===== src/rtl/div_arbiter.sv =====
// -----------------------------------------------------------------------------
// div_arbiter
//
// Round-robin front end that shares one sequential divider between N_REQ
// requesters. One operation is in flight at a time: a request is granted in
// IDLE, the divider runs in WAIT, and the result is offered in RESP until
// the consumer takes it. A zero divisor skips the divider and answers with
// quotient = all ones, remainder = dividend and the rsp_dz flag set.
//
// Handshake rule (both sides): a transfer happens on the rising clk edge
// where valid and ready are both high. Request side: req_ready is
// combinational, one-hot on the granted requester, and only in IDLE while
// div_done is low. Response side: rsp_valid holds with stable payload until
// the edge where rsp_ready is high.
//
// Ports
//   clk, reset                  clock, asynchronous active-high reset
//   req_valid / req_ready       per-requester request handshake (N_REQ bits)
//   req_dividend / req_divisor  packed operands, requester i at [i*BIT_DEPTH +: BIT_DEPTH]
//   rsp_valid / rsp_ready       response handshake
//   rsp_id                      requester index that was served
//   rsp_quotient / rsp_remainder / rsp_dz   result and divide-by-zero flag
//   div_start                   held high until the divider reports div_done
//   div_dividend / div_divisor  operands to the divider
//   div_done / div_quotient / div_remainder  divider completion and result
//   busy                        high whenever the FSM is not in IDLE
// -----------------------------------------------------------------------------
module div_arbiter #(
    parameter  int BIT_DEPTH = 32,
    parameter  int N_REQ     = 4,
    localparam int ID_W      = (N_REQ > 1) ? $clog2(N_REQ) : 1
) (
    input  logic                       clk,
    input  logic                       reset,
    input  logic [N_REQ-1:0]           req_valid,
    output logic [N_REQ-1:0]           req_ready,
    input  logic [N_REQ*BIT_DEPTH-1:0] req_dividend,
    input  logic [N_REQ*BIT_DEPTH-1:0] req_divisor,
    output logic                       rsp_valid,
    input  logic                       rsp_ready,
    output logic [ID_W-1:0]            rsp_id,
    output logic [BIT_DEPTH-1:0]       rsp_quotient,
    output logic [BIT_DEPTH-1:0]       rsp_remainder,
    output logic                       rsp_dz,
    output logic                       div_start,
    output logic [BIT_DEPTH-1:0]       div_dividend,
    output logic [BIT_DEPTH-1:0]       div_divisor,
    input  logic                       div_done,
    input  logic [BIT_DEPTH-1:0]       div_quotient,
    input  logic [BIT_DEPTH-1:0]       div_remainder,
    output logic                       busy
);

    typedef enum logic [1:0] {
        IDLE = 2'd0,
        WAIT = 2'd1,
        RESP = 2'd2
    } state_t;

    state_t                state_q;
    logic [ID_W-1:0]       last_grant_q;
    logic [ID_W-1:0]       rsp_id_q;
    logic [BIT_DEPTH-1:0]  rsp_quotient_q;
    logic [BIT_DEPTH-1:0]  rsp_remainder_q;
    logic                  rsp_dz_q;
    logic                  div_start_q;
    logic [BIT_DEPTH-1:0]  div_dividend_q;
    logic [BIT_DEPTH-1:0]  div_divisor_q;

    logic [ID_W-1:0]       grant_id_d;
    logic                  grant_found_d;
    logic [ID_W-1:0]       cand_d;
    logic                  accept_d;
    logic [BIT_DEPTH-1:0]  acc_dividend_d;
    logic [BIT_DEPTH-1:0]  acc_divisor_d;

    // Round-robin search starting one past the last grant. The candidate
    // index is computed as an int so that the wrap works for any N_REQ,
    // not just powers of two.
    always_comb begin
        grant_id_d    = '0;
        grant_found_d = 1'b0;
        cand_d        = '0;
        for (int k = 1; k <= N_REQ; k++) begin
            cand_d = ID_W'((int'(last_grant_q) + k) % N_REQ);
            if (!grant_found_d && req_valid[cand_d]) begin
                grant_found_d = 1'b1;
                grant_id_d    = cand_d;
            end
        end
    end

    // req_ready is also forced low during reset so every output reads 0
    // while reset is held, even with requests pending.
    always_comb begin
        req_ready = '0;
        if (!reset && state_q == IDLE && !div_done && grant_found_d) begin
            req_ready[grant_id_d] = 1'b1;
        end
    end

    assign accept_d       = |(req_valid & req_ready);
    assign acc_dividend_d = req_dividend[grant_id_d*BIT_DEPTH +: BIT_DEPTH];
    assign acc_divisor_d  = req_divisor[grant_id_d*BIT_DEPTH +: BIT_DEPTH];

    always_ff @(posedge clk or posedge reset) begin
        if (reset) begin
            state_q         <= IDLE;
            last_grant_q    <= ID_W'(N_REQ - 1);
            rsp_id_q        <= '0;
            rsp_quotient_q  <= '0;
            rsp_remainder_q <= '0;
            rsp_dz_q        <= 1'b0;
            div_start_q     <= 1'b0;
            div_dividend_q  <= '0;
            div_divisor_q   <= '0;
        end else begin
            case (state_q)
                IDLE: begin
                    if (accept_d) begin
                        last_grant_q   <= grant_id_d;
                        rsp_id_q       <= grant_id_d;
                        div_dividend_q <= acc_dividend_d;
                        div_divisor_q  <= acc_divisor_d;
                        if (acc_divisor_d == '0) begin
                            // Answer locally; the divider is never started.
                            rsp_quotient_q  <= '1;
                            rsp_remainder_q <= acc_dividend_d;
                            rsp_dz_q        <= 1'b1;
                            state_q         <= RESP;
                        end else begin
                            div_start_q <= 1'b1;
                            state_q     <= WAIT;
                        end
                    end
                end
                WAIT: begin
                    if (div_done) begin
                        rsp_quotient_q  <= div_quotient;
                        rsp_remainder_q <= div_remainder;
                        rsp_dz_q        <= 1'b0;
                        div_start_q     <= 1'b0;
                        state_q         <= RESP;
                    end
                end
                RESP: begin
                    if (rsp_ready) begin
                        state_q <= IDLE;
                    end
                end
                default: begin
                    state_q     <= IDLE;
                    div_start_q <= 1'b0;
                end
            endcase
        end
    end

    assign rsp_valid     = (state_q == RESP);
    assign busy          = (state_q != IDLE);
    assign rsp_id        = rsp_id_q;
    assign rsp_quotient  = rsp_quotient_q;
    assign rsp_remainder = rsp_remainder_q;
    assign rsp_dz        = rsp_dz_q;
    assign div_start     = div_start_q;
    assign div_dividend  = div_dividend_q;
    assign div_divisor   = div_divisor_q;

endmodule


===== config.mk =====
export PLATFORM = sky130hd
export DESIGN_NAME = div_arbiter
export DESIGN_NICKNAME = d
export VERILOG_FILES = /design/src/rtl/div_arbiter.sv
export SDC_FILE = /design/constraint.sdc
export NUM_CORES = 1
export LEC_CHECK = 0
export CORE_AREA = 3 3 181 183
export DETAILED_ROUTE_END_ITERATION = 10
export DIE_AREA = 0 0 184 186
export SETUP_SLACK_MARGIN = 0.02
export SYNTH_ARGS = -nofsm -noshare
export SYNTH_HDL_FRONTEND = slang
export SYNTH_SLANG_ARGS = --single-unit

===== constraint.sdc =====
create_clock -name clk -period 4.2 [get_ports clk]
set_input_delay 0.63 -clock clk [delete_from_list [all_inputs] [get_ports clk]]
set_output_delay 0.63 -clock clk [all_outputs]
set_load 0.01 [all_outputs]

== After elaboration in Yosys (flattened, before gate mapping) ==
Index checks and enable logic that the tools add are counted.

* Output and inout port bits: 138
* Input port bits: 328
* Flip-flop bits (word level): 136
* Word-level logic and storage cells: 90

* Bitwise logic cells: 2
* Reduce and logical (&&, ||, !) cells: 21
* Shift-type cells: 2
* Eq/ne operators: 7
* Add/sub/neg operators: 4
* Muxes and demuxes: 39
* Order comparisons: 6

{| class="wikitable"
|+ Operators with widths
! kind !! number
|-
| $shiftx A128 B8 Y32 || 2
|-
| $mux W32 || 6
|-
| $pmux W32 S2 || 2
|-
| $logic_not A32 Y1 || 1
|-
| $mux W2 || 8
|-
| $lt A2 B3 Y1 const B || 5
|-
| $mux W1 || 14
|-
| $bmux W1 S2 || 4
|-
| $reduce_and A4 Y1 || 2
|-
| $logic_and A1 B1 Y1 || 7
|-
| $ne A2 B2 Y1 const B || 3
|-
| $pmux W2 S3 || 1
|-
| $logic_not A1 Y1 || 5
|-
| $add A2 B1 Y2 const B || 2
|-
| $add A2 B2 Y2 const B || 2
|-
| $and A4 B4 Y4 || 1
|-
| $mux W4 || 1
|-
| $ne A2 B1 Y1 const B || 2
|-
| $reduce_bool A2 Y1 || 2
|-
| $reduce_or A4 Y1 || 1
|-
| $pmux W1 S3 || 1
|-
| $reduce_and A3 Y1 || 1
|-
| $demux W1 S2 || 1
|-
| $eq A2 B1 Y1 const B || 1
|-
| other kinds (6) || 6
|}

== Longest topological paths before layout ==
* Word-level depth: 22
* Gate-level depth with buffers: 13
* Gate-level depth less buffers: 8

== Least setup slack after synthesis ==
No wires, ideal clock.

* Path type: input to register
* Start: in req_valid[3]
* End: reg rsp_remainder_q[0], in the netlist rsp_remainder[0]
* Arrival time: 3.124 ns
* Cell stages on the path: 12
* Data required time: 4.073 ns
* Library setup time: 0.127 ns
* Path slack: 0.948 ns
* Path buffers: 4
* Cell sequence: and3b_1 > buf_6 > buf_2 > o311ai_0 > o2111ai_1 > a22oi_1 > nand4_1 > or4_4 > o21ai_2 > buf_6 > buf_8 > mux2_1

* Longest elaborated chain between the ends: 21
* Elaborated cells on any way between the ends: 40
* Classes of those cells: order compare: 2; eq/ne: 2; shift: 2; mux: 22; bitwise: 1; reduce/logical: 11

{| class="wikitable"
|+ RTL lines
! what !! line !! RTL
|-
| from (decl) || 35 || <nowiki>input logic [N_REQ-1:0] req_valid,</nowiki>
|-
| parallel branches: the longest is 21 deep, another holds $bmux W1 S2 || - ||
|-
| to (signal assigned) || 128 || <nowiki>rsp_remainder_q <= acc_dividend_d;</nowiki>
|-
| to (signal assigned) || 140 || <nowiki>rsp_remainder_q <= div_remainder;</nowiki>
|-
| to (decl) || 64 || <nowiki>logic [BIT_DEPTH-1:0] rsp_remainder_q;</nowiki>
|}

Parallel ways; which one is timed is not known. The select of a mux whose other input is x is not followed.
A chain may end at the register's enable or synchronous reset.

== Worst setup path after layout ==
* Start: in req_valid[3]
* End: reg rsp_remainder_q[31], in the netlist rsp_remainder[31]

The elaborated chain is that of the path after synthesis.

==> key figures <==
Outcome
  – Outcome: completed

Job
  – Max-cap viol count: 0

Timing
  – RSZ-0062 raised after global routing: no
  – Max-slew headroom: 35.86%
  – Fin crit share: 91.41%
  – Final Slew Violations: 0
  – Clk_skew: 21.94 ps
  – Period minus WS final: 3839 ps
  – Worst slew pin tran: 962.1 ps
  – Fmax: 260.5 MHz
  – Final Hold Viols: 0
  – Worst Hold Slack: 474.8 ps
  – Setup TNS: 0 ps
  – Finish-stage setup viols: 0

Power and ir drop
  – P_leak: 6.114 nW
  – Power Dens Cells: 615.5 mW/mm^2
  – Worst vdd ir: 0.3170 mV
  – Pwr Total: 8.745 mW

Global routing
  – GRT Util Overall: 20.71%
  – Pin count of the biggest net entering global routing: 85
  – Vias in the first global route: 9182
  – Initial antenna violation count: 2
  – Global route overflow: 0
  – First-pass GRT wire length: 54300 microns

Finish
  – Layout Utilization: 45.26%
  – Share of cells above drive strength 1: 10.66%
  – Layout Cell Area excl Fill: 0.01421 sq mm
  – Area Overhead vs Synth: 70.13%
  – Nets: 1713

Worst setup path
  – CP arrival: 4140 ps
  – Crit path required time: 4500 ps
  – CP delay by family, top: buffers and inverters
  – Crit path buf inv count: 4
  – Critical Path Source Type: input port
  – CP endpoint kind: register
  – Crit path max fanout: 42
  – Slowest cell on crit path: or4_4
  – Kind of critical path: in -> reg
  – Critical path, cell by cell: clkdlybuf4s50_1, and3b_2, buf_12, buf_4, o311ai_0, o221ai_1, a22oi_1, nand4_1, or4_4, o21ai_4, buf_12, mux2_2
  – CP dominant cell by count: buf_12
  – Worst path max stage delay: 590 ps

Routing
  – Post-DRT Antenna Nets: 0
  – Final wirelength: 37520 microns
  – Via count: 9200
  – Routed len/inst: 20.83 microns
  – DR iter-0 viols: 489
  – DRC viols: 0
  – Drt pass-1 iters: 5
  – Vias per cell: 5.108

Synthesis
  – Post-synth top cells: nand2_1 (264), dfrtp_1 (134), inv_1 (67)
  – Yosys top cell area share: 40.15%
  – Sequential share of the synthesized area: 40.78%
  – Post-synth ARST share: 100.0%
  – Cell count after synthesis: 958
  – Post-synth EDFFs: 0
  – Netlist cell types: 46
  – Top_reg_cell synth: dfrtp_1
  – Ys Warns: 0
  – Synthesized flop and latch total: 136
  – Post-Syn Area: 0.008352 sq mm
  – Syn nets: 1286
  – Top-count cell post-synth: nand2_1
  – Yosys top cell by area: dfrtp_1
  – Largest cells by area after synthesis: dfrtp_1 (40%), nand2_1 (12%), mux2_2 (6.3%)
  – Syn avg cell area: 8.718 sq um

Placed design
  – RePlAce Congestion: 0.9108
  – Post-DP HPWL: 28250 microns
  – Port Buffers: 465
  – Placed cell area: 0.01362 sq mm

Clock tree
  – Clock Sinks: 136
  – Clock tree buffer depth: 2
  – Root buf cell: clkbuf_16
  – Clock Latency Late Sink: 430 ps
  – CTS tree: built
  – Hold buffers post-CTS: 0
  – Post-CTS Setup Bufs: 0
  – CTS buffer count: 17
  – H-tree depth: 4
  – Clock Pin Slew Worst Setup and Hold Paths: 70 ps
  – PostCTS Resize Cnt: 0

Floorplanning
  – Io pins: 466
  – Die Y: 186 microns
  – Num rows: 65
  – Core ar.: 0.03139 sq mm
  – Die ar.: 0.03422 sq mm
  – Die width: 184 microns
  – Starting Density: 26.60%

Min path
  – Hold Path Class: reg -> reg
==> sequential cells by signal, summed over array words and instances, names as in the netlist <==
| name | count |
|---|---|
| div_dividend | 32 |
| div_divisor | 32 |
| rsp_quotient | 32 |
| rsp_remainder | 32 |
| last_grant_q | 2 |
| rsp_id | 2 |
| state_q | 2 |
| div_start | 1 |
| rsp_dz | 1 |
==> per-stage QoR <==
step / worst slack [ps] / instances
floorplan: 948.1 / 958
global placement: 37.69 / 1768
detailed placement: -60.90 / 1768
CTS: 352.9 / 1800
global route: 204.1 / 1800
finish: 360.7 / 1801
==> power breakdown <==
part | internal (mW) | switching [mW] | total (mW) | leakage (nW)
sequential | 1.95 | 0.381 | 2.33 | 1.61
combinational | 2.51 | 2.39 | 4.90 | 4.22
clock | 0.795 | 0.715 | 1.51 | 0.280
total | 5.26 | 3.49 | 8.74 | 6.11
==> final timing paths <==
path	start	to	slack [ps]	cells past startpoint
min	div_dividend[1]	div_dividend[1]	470	2
max	req_valid[3]	rsp_remainder[31]	360	12
min reg2reg	div_dividend[1]	div_dividend[1]	470	2
max in group asynchronous	reset	rsp_remainder[14]	2820	3
max reg2reg	last_grant_q[0]	rsp_remainder[31]	500	11
min in group asynchronous	reset	rsp_quotient[3]	710	3
==> placed cells by master (no fill, tap or decap), types with 7 or more instances in the layout <==
cell / synthesis / final
clkdlybuf4s50_1: 0 / 465
nand2_1: 264 / 263
dfrtp_1: 134 / 134
inv_1: 67 / 66
and3_1: 48 / 48
mux2_2: 47 / 47
o311ai_0: 43 / 43
o221ai_1: 32 / 32
o2111ai_1: 32 / 32
o22a_1: 32 / 32
a31oi_1: 32 / 32
buf_4: 5 / 25
o311ai_1: 21 / 21
o21ai_0: 18 / 18
a21o_1: 17 / 17
clkbuf_16: 0 / 17
a22oi_1: 16 / 16
buf_12: 1 / 15
mux2_4: 10 / 10
mux2_1: 7 / 7
==> worst register-to-register path, cell delays in order (launching register included) <==
cell,delay (ps)
dfstp_2,580
and3b_2,290
buf_12,190
buf_4,190
o311ai_0,390
o221ai_1,230
a22oi_1,190
nand4_1,150
or4_4,590
o21ai_4,230
buf_12,220
mux2_2,360
==> kinds of logic (layout without fill, tap and decap cells) <==
kind of cell,Yosys count,after routing,synth area share [%]
muxes,65,65,9.199
other,0,1,0
AOI/OAI and AO/OA,257,257,24.52
and+or+nand+nor,336,336,17.14
buffers and inverters,164,604,8.360
DFF,136,136,40.78
==> routing by layer <==
layer	wire (microns)	share of wire, %	track usage [%]
met5	23	0.061	0
met4	818	2.2	5.806
met3	3058	8.1	6.273
met2	18560	49	36.21
met1	15060	40	24.71
==> final cells by class <==
type                       count  area [sq um]
inverter                      67         255.2
timing repair buffer         505          5142
antenna                        1         2.502
multi-input combinational    658          4318
tap                          402         503.0
sequential                   136          3406
fill                        3021         17180
clock buffer                  17         425.4
clock inverter                15         156.4
Note: power is estimated with default switching activity, not from simulation.
